<file path="config.mk">
export PLATFORM = sky130hd
export DESIGN_NAME = hazard_fwd_unit
export DESIGN_NICKNAME = d
export VERILOG_FILES = /design/src/rtl/hazard_pkg.sv /design/src/rtl/hazard_stage_reg.sv /design/src/rtl/hazard_fwd_unit.sv
export SDC_FILE = /design/constraint.sdc
export NUM_CORES = 1
export LEC_CHECK = 0
export CAP_MARGIN = 20
export CORE_UTILIZATION = 42
export CTS_BUF_LIST = sky130_fd_sc_hd__clkbuf_16
export DETAILED_ROUTE_END_ITERATION = 8
export GPL_TIMING_DRIVEN = 0
export MAX_ROUTING_LAYER = met4
export PLACE_DENSITY = 0.81
export SETUP_SLACK_MARGIN = 0.5
export SLEW_MARGIN = 20
export SYNTH_ARGS = -nofsm -noshare
export SYNTH_HDL_FRONTEND = slang
export SYNTH_SLANG_ARGS = --single-unit
</file>
<file path="constraint.sdc">
create_clock -name clk -period 4.3 [get_ports clk]
set_input_delay 1.29 -clock clk [delete_from_list [all_inputs] [get_ports clk]]
set_output_delay 1.29 -clock clk [all_outputs]
set_load 0.005 [all_outputs]
</file>
<file path="src/rtl/hazard_pkg.sv">
// Shared types and helpers for the hazard detection / forwarding-control unit.
// Optional build macro: HAZARD_PERF_EN (stall-event performance counters).
package hazard_pkg;

    // Register-address width carried in each shadow record.
    localparam int REC_AW = 5;

    // Register 0 is hard-wired zero and never participates in forwarding or stalls.
    localparam logic [REC_AW-1:0] REG_ZERO = 5'd0;

    typedef enum logic [1:0] {
        FWD_RF  = 2'b00,
        FWD_WB  = 2'b01,
        FWD_MEM = 2'b10
    } fwd_e_t;

    typedef struct packed {
        logic              valid;
        logic              regwrite;
        logic              memtoreg;
        logic [REC_AW-1:0] writereg;
        logic [REC_AW-1:0] rs;
        logic [REC_AW-1:0] rt;
    } stage_rec_t;

    localparam stage_rec_t REC_BUBBLE = '{
        valid:    1'b0,
        regwrite: 1'b0,
        memtoreg: 1'b0,
        writereg: 5'd0,
        rs:       5'd0,
        rt:       5'd0
    };

    // True when the stage record will write register r (r0 never matches).
    function automatic logic rec_match(input logic [REC_AW-1:0] r, input stage_rec_t s);
        return s.valid & s.regwrite & (s.writereg == r) & (r != REG_ZERO);
    endfunction

    // Execute-stage operand select: Memory producer is younger, so it wins over Writeback.
    function automatic fwd_e_t fwd_sel(input logic [REC_AW-1:0] r,
                                       input stage_rec_t m,
                                       input stage_rec_t w);
        fwd_e_t sel;
        if (rec_match(r, m)) begin
            sel = FWD_MEM;
        end else if (rec_match(r, w)) begin
            sel = FWD_WB;
        end else begin
            sel = FWD_RF;
        end
        return sel;
    endfunction

endpackage

</file>
<file path="src/rtl/hazard_stage_reg.sv">
// One shadow pipeline record with async clear and a synchronous bubble insert.
module hazard_stage_reg
    import hazard_pkg::*;
(
    input  logic       clk,
    input  logic       reset,
    input  logic       i_bubble,
    input  stage_rec_t i_d,
    output stage_rec_t o_q
);

    stage_rec_t r_q;

    // Capture the upstream record each cycle, or an all-zero bubble when requested.
    always_ff @(posedge clk or posedge reset) begin
        if (reset) begin
            r_q <= REC_BUBBLE;
        end else if (i_bubble) begin
            r_q <= REC_BUBBLE;
        end else begin
            r_q <= i_d;
        end
    end

    assign o_q = r_q;

endmodule

</file>
<file path="src/rtl/hazard_fwd_unit.sv">
// Hazard detection and forwarding control for the 5-stage pipeline.
// Shadows E/M/W destination info; drives Decode/Execute forward selects and stalls.
// Optional build macro: HAZARD_PERF_EN enables the stall-event counters;
// without it both counter ports read as zero.
module hazard_fwd_unit
    import hazard_pkg::*;
#(
    parameter int REG_AW = 5,   // must equal REC_AW in hazard_pkg
    parameter int CNT_W  = 32
)
(
    input  logic              clk,
    input  logic              reset,
    input  logic [REG_AW-1:0] RsD,
    input  logic [REG_AW-1:0] RtD,
    input  logic              UsesRsD,
    input  logic              UsesRtD,
    input  logic              BranchD,
    input  logic              RegWriteD,
    input  logic              MemtoRegD,
    input  logic [REG_AW-1:0] WriteRegD,
    output logic              ForwardAD,
    output logic              ForwardBD,
    output logic [1:0]        ForwardAE,
    output logic [1:0]        ForwardBE,
    output logic              StallF,
    output logic              StallD,
    output logic              FlushE,
    output logic [CNT_W-1:0]  LwStallCnt,
    output logic [CNT_W-1:0]  BrStallCnt
);

    stage_rec_t w_d_rec;
    stage_rec_t w_e;
    stage_rec_t w_m;
    stage_rec_t w_w;
    logic       w_lwstall;
    logic       w_brstall;
    logic       w_stall;
    fwd_e_t     w_fwd_ae;
    fwd_e_t     w_fwd_be;
    logic       w_unused_bits;

    // Pack the Decode instruction into the record that enters Execute.
    always_comb begin
        w_d_rec          = REC_BUBBLE;
        w_d_rec.valid    = 1'b1;
        w_d_rec.regwrite = RegWriteD;
        w_d_rec.memtoreg = MemtoRegD;
        w_d_rec.writereg = WriteRegD;
        w_d_rec.rs       = RsD;
        w_d_rec.rt       = RtD;
    end

    // E takes a bubble while Decode is held; M and W simply follow.
    hazard_stage_reg u_stage_e (.clk(clk), .reset(reset), .i_bubble(w_stall), .i_d(w_d_rec), .o_q(w_e));
    hazard_stage_reg u_stage_m (.clk(clk), .reset(reset), .i_bubble(1'b0),    .i_d(w_e),     .o_q(w_m));
    hazard_stage_reg u_stage_w (.clk(clk), .reset(reset), .i_bubble(1'b0),    .i_d(w_m),     .o_q(w_w));

    // Source fields of the older records are never consulted.
    assign w_unused_bits = ^{w_m.rs, w_m.rt, w_w.rs, w_w.rt, w_w.memtoreg};

    // Load-use and branch-compare stall detection against the shadow records.
    always_comb begin
        w_lwstall = w_e.memtoreg &
                    ((UsesRsD & rec_match(RsD, w_e)) | (UsesRtD & rec_match(RtD, w_e)));
        w_brstall = BranchD &
                    ((UsesRsD & (rec_match(RsD, w_e) | (w_m.memtoreg & rec_match(RsD, w_m)))) |
                     (UsesRtD & (rec_match(RtD, w_e) | (w_m.memtoreg & rec_match(RtD, w_m)))));
        w_stall   = w_lwstall | w_brstall;
    end

    // Forward selects: Decode compare reads ALUOutM only (loads are not ready in M).
    always_comb begin
        w_fwd_ae  = fwd_sel(w_e.rs, w_m, w_w);
        w_fwd_be  = fwd_sel(w_e.rt, w_m, w_w);
        ForwardAD = rec_match(RsD, w_m) & ~w_m.memtoreg;
        ForwardBD = rec_match(RtD, w_m) & ~w_m.memtoreg;
        ForwardAE = w_fwd_ae;
        ForwardBE = w_fwd_be;
        StallF    = w_stall;
        StallD    = w_stall;
        FlushE    = w_stall;
    end

`ifdef HAZARD_PERF_EN
    logic [CNT_W-1:0] r_lw_cnt;
    logic [CNT_W-1:0] r_br_cnt;

    // Count stall cycles; a cycle that is both kinds is charged to load-use only.
    always_ff @(posedge clk or posedge reset) begin
        if (reset) begin
            r_lw_cnt <= {CNT_W{1'b0}};
            r_br_cnt <= {CNT_W{1'b0}};
        end else begin
            if (w_lwstall) begin
                r_lw_cnt <= r_lw_cnt + {{(CNT_W-1){1'b0}}, 1'b1};
            end else begin
                r_lw_cnt <= r_lw_cnt;
            end
            if (w_brstall & ~w_lwstall) begin
                r_br_cnt <= r_br_cnt + {{(CNT_W-1){1'b0}}, 1'b1};
            end else begin
                r_br_cnt <= r_br_cnt;
            end
        end
    end

    assign LwStallCnt = r_lw_cnt;
    assign BrStallCnt = r_br_cnt;
`else
    assign LwStallCnt = {CNT_W{1'b0}};
    assign BrStallCnt = {CNT_W{1'b0}};
`endif

endmodule

</file>
==> summary.json <==
{
  "count_of_flip_flops_with_a_built_in_enable_after_synthesis": {"value": 0},
  "core_area": {"value": 4723, "unit": "um^2"},
  "areaGrowthSynthToFinish": {"value": 43.86, "unit": "%"},
  "pin_count_of_the_biggest_net_entering_global_routing": {"value": 34},
  "holdCritPathClass": {"value": "reg2reg"},
  "first_global_vias": {"value": 1363},
  "status": {"value": "complete, but fails checks"},
  "power.density": {"value": 281.3, "unit": "nW/um^2"},
  "hold-path-cell-count": {"value": 0},
  "ctsLongestPathBuffers": {"value": 2},
  "slew_violations": {"value": 0},
  "cts_tree": {"value": "done"},
  "first_pass_iters": {"value": 4},
  "finalNonFillerCells": {"value": 374},
  "root_buffer": {"value": "sky130_fd_sc_hd__clkbuf_16"},
  "cts_buffers": {"value": 5},
  "dp_cells": {"value": 359},
  "finalCritPeriodShare": {"value": 101.3, "unit": "%"},
  "timing.critical_path.to_type": {"value": "output pin"},
  "power_leakage": {"value": 1.432, "unit": "nW"},
  "synth_fa_ha_area_share": {"value": 0, "unit": "%"},
  "final_cell_mix": {"value": "72 x sky130_fd_sc_hd__buf_4, 64 x sky130_fd_sc_hd__conb_1, 33 x sky130_fd_sc_hd__dfrtp_1, 32 x sky130_fd_sc_hd__xnor2_1, 17 x sky130_fd_sc_hd__and2_1"},
  "highest_fanout_seen_on_the_critical_path": {"value": 5},
  "violated_checks": {"value": "negative setup slack"},
  "gpl.final_weighted_congestion": {"value": 0.9376},
  "timing.setup.critical_path_class": {"value": "in2out"},
  "fp-row-count": {"value": 25},
  "clock_latency": {"value": 270, "unit": "ps"},
  "final_common_cell": {"value": "sky130_fd_sc_hd__buf_4"},
  "fp.dieArea": {"value": 5181, "unit": "um^2"},
  "worst-r2r-setup-slack": {"value": 2040, "unit": "ps"},
  "numPortBuffers": {"value": 30},
  "ant_nets": {"value": 0},
  "floorplan.initialDensity": {"value": 43.55, "unit": "%"},
  "avgRoutedWirePerCell": {"value": 10.22, "unit": "um"},
  "library_cells_used_by_synthesis": {"value": 20},
  "rr_worst_depth": {"value": 9},
  "fin_nets": {"value": 329},
  "max_freq": {"value": 0.2297, "unit": "GHz"},
  "num_clock_sinks": {"value": 33},
  "worstPathArrival": {"value": 3060, "unit": "ps"},
  "cp.required": {"value": 3010, "unit": "ps"},
  "initial_antenna_violation_count": {"value": 0},
  "startpoint_type": {"value": "primary input"},
  "final_hold_viol_count": {"value": 0},
  "syn_area_per_cell": {"value": 10.34, "unit": "um^2"},
  "fin_worst_skew": {"value": 4.522, "unit": "ps"},
  "finalWirelength": {"value": 3821, "unit": "um"},
  "post_dp_cell_area": {"value": 2694, "unit": "um^2"},
  "syn_inst": {"value": 199},
  "netlist_area": {"value": 2057, "unit": "um^2"},
  "dpl_worst_slack": {"value": -912.1, "unit": "ps"},
  "ir_worst_vdd": {"value": 0.2663, "unit": "mV"},
  "grtUsageTotal": {"value": 16.50, "unit": "%"},
  "post_cts_clock_slew_at_the_launch_and_capture_registers_of_the_worst_setup_and_hold_paths": {"value": 50, "unit": "ps"},
  "timing.slew.headroom": {"value": 57.51, "unit": "%"},
  "layout-drive-gt1-share": {"value": 34.85, "unit": "%"},
  "num_antenna_cells": {"value": 0},
  "cts-htree-levels": {"value": 2},
  "setup-violations-final": {"value": 2},
  "floorplan.die.width": {"value": 71.98, "unit": "um"},
  "yosysWarnings": {"value": 0},
  "synth.ff_latch_count": {"value": 33},
  "avgViaCountPerCell": {"value": 3.869},
  "synth_sequential_area_ratio": {"value": 40.15, "unit": "%"},
  "detailedPlacementHpwl": {"value": 2866, "unit": "um"},
  "cts_hold_buf": {"value": 0},
  "synth.mux.area_fraction": {"value": 0, "unit": "%"},
  "vias": {"value": 1447},
  "finalWorstSetupSlack": {"value": -53.95, "unit": "ps"},
  "final_area": {"value": 2959, "unit": "um^2"},
  "post-route-drc-count": {"value": 0},
  "finalWorstPathRequiredPeriod": {"value": 4354, "unit": "ps"},
  "die_height": {"value": 71.98, "unit": "um"},
  "synth_compound_area_share": {"value": 1.338, "unit": "%"},
  "synth_simple_gate_area_share": {"value": 15.75, "unit": "%"},
  "yosys_most_used_dff": {"value": "sky130_fd_sc_hd__dfrtp_1"},
  "drv_cap": {"value": 0},
  "synth_xor_xnor_area_share": {"value": 17.03, "unit": "%"},
  "grt.overflow.total": {"value": 0},
  "rsz_0062_raised_after_global_routing": {"value": "true"},
  "synth-async-reset-ratio": {"value": 100.0, "unit": "%"},
  "worstMarginPinSlew": {"value": 636.4, "unit": "ps"},
  "io_pins": {"value": 95},
  "dominant_combinational_cell_family_by_area_after_synthesis": {"value": "buffers and inverters"},
  "grt_pass1_wl": {"value": 6258, "unit": "um"},
  "detail_route.iter0.violations": {"value": 19}
}
[critical path: stages]
cell                      delay, ps
sky130_fd_sc_hd__buf_6          100
sky130_fd_sc_hd__or4_4          550
sky130_fd_sc_hd__o21ai_4        200
sky130_fd_sc_hd__nor4_4          80
sky130_fd_sc_hd__nor4_4         290
sky130_fd_sc_hd__buf_4          190
sky130_fd_sc_hd__buf_6          120
sky130_fd_sc_hd__inv_4           40
sky130_fd_sc_hd__buf_6          100
sky130_fd_sc_hd__buf_6          100
[area by class of cell]
cell class / count / area, um^2
Buffer: 70 / 525.5
Sequential cell: 33 / 825.8
Multi-Input combinational cell: 157 / 1028
Clock inverter: 2 / 7.507
Inverter: 2 / 10.01
Timing Repair Buffer: 38 / 352.8
Fill cell: 370 / 1764
Clock buffer: 5 / 125.1
Tap cell: 67 / 83.83
[stage by stage]
| step | setup TNS, ps | hold WS, ps | power, mW | util (%) |
|---|---|---|---|---|
| 2_1_floorplan | 0 | 351.9 | 0.4633 | - |
| 3_3_place_gp | -2797 | 361.6 | 0.5019 | 57.03 |
| 3_5_place_dp | -2733 | 362.6 | 0.5055 | 57.03 |
| 4_1_cts | -27.70 | 370.4 | 0.8330 | 62.17 |
| 5_1_grt | -200.7 | 387.7 | 0.8763 | 62.65 |
| 6_report | -105.3 | 367.1 | 0.8325 | 62.65 |
[report_power, final]
group          internal, mW  switching (mW)
Clock                 0.206           0.112
Combinational        0.0971          0.0701
Sequential            0.329          0.0184
[Yosys cell counts (all sizes together) (2+ instances only)]
library cell / count / share of area (%)
nand2: 2 / 0.37
xnor2: 33 / 14
or4: 4 / 1.8
and2: 17 / 5.2
nand4: 8 / 2.4
nor4b: 2 / 0.85
nor2: 5 / 0.91
dfrtp: 33 / 40
o21ai: 2 / 0.85
nand3: 3 / 0.73
buf: 67 / 25
inv: 2 / 0.37
nor4: 9 / 3.5
xor2: 7 / 3.0
clkbuf: 3 / 0.55
[flip-flops by register name (all words and copies together) (netlist names)]
register,cells
u_stage_m.o_q,8
u_stage_w.o_q,7
u_stage_e.o_q,18
[cell families (layout without fill, tap and decap cells)]
group	Yosys count	in the layout
AOI/OAI and AO/OA	3	3
xor gates and xnor gates	40	40
buffers and inverters	72	117
DFF	33	33
other	1	64
and+or+nand+nor	50	50
[per-layer routing]
metal  vias up  GRT usage (%)  wire length, um
met5         -              -                0
met4         0          7.843               95
li1        733              -                -
met3        11          3.056              225
met1       631          17.29             1456
met2        72          29.87             2043
[final timing paths]
check	from	end
max in group asynchronous	reset	u_stage_m.o_q[17]
worst min-delay path	u_stage_m.o_q[10]	u_stage_w.o_q[10]
worst max-delay path	RtD[4]	StallF
worst min register to register	u_stage_m.o_q[10]	u_stage_w.o_q[10]
worst max register to register	u_stage_m.o_q[10]	u_stage_e.o_q[13]
min in group asynchronous	reset	u_stage_e.o_q[13]
[repair_timing]
item,in CTS,in global routing
cloned,1,0
gates resized for setup,74,1
pin swaps,10,4
endpoints found under the setup margin,5,5
buffers inserted,5,2
Power figures use the tool's default switching activity.
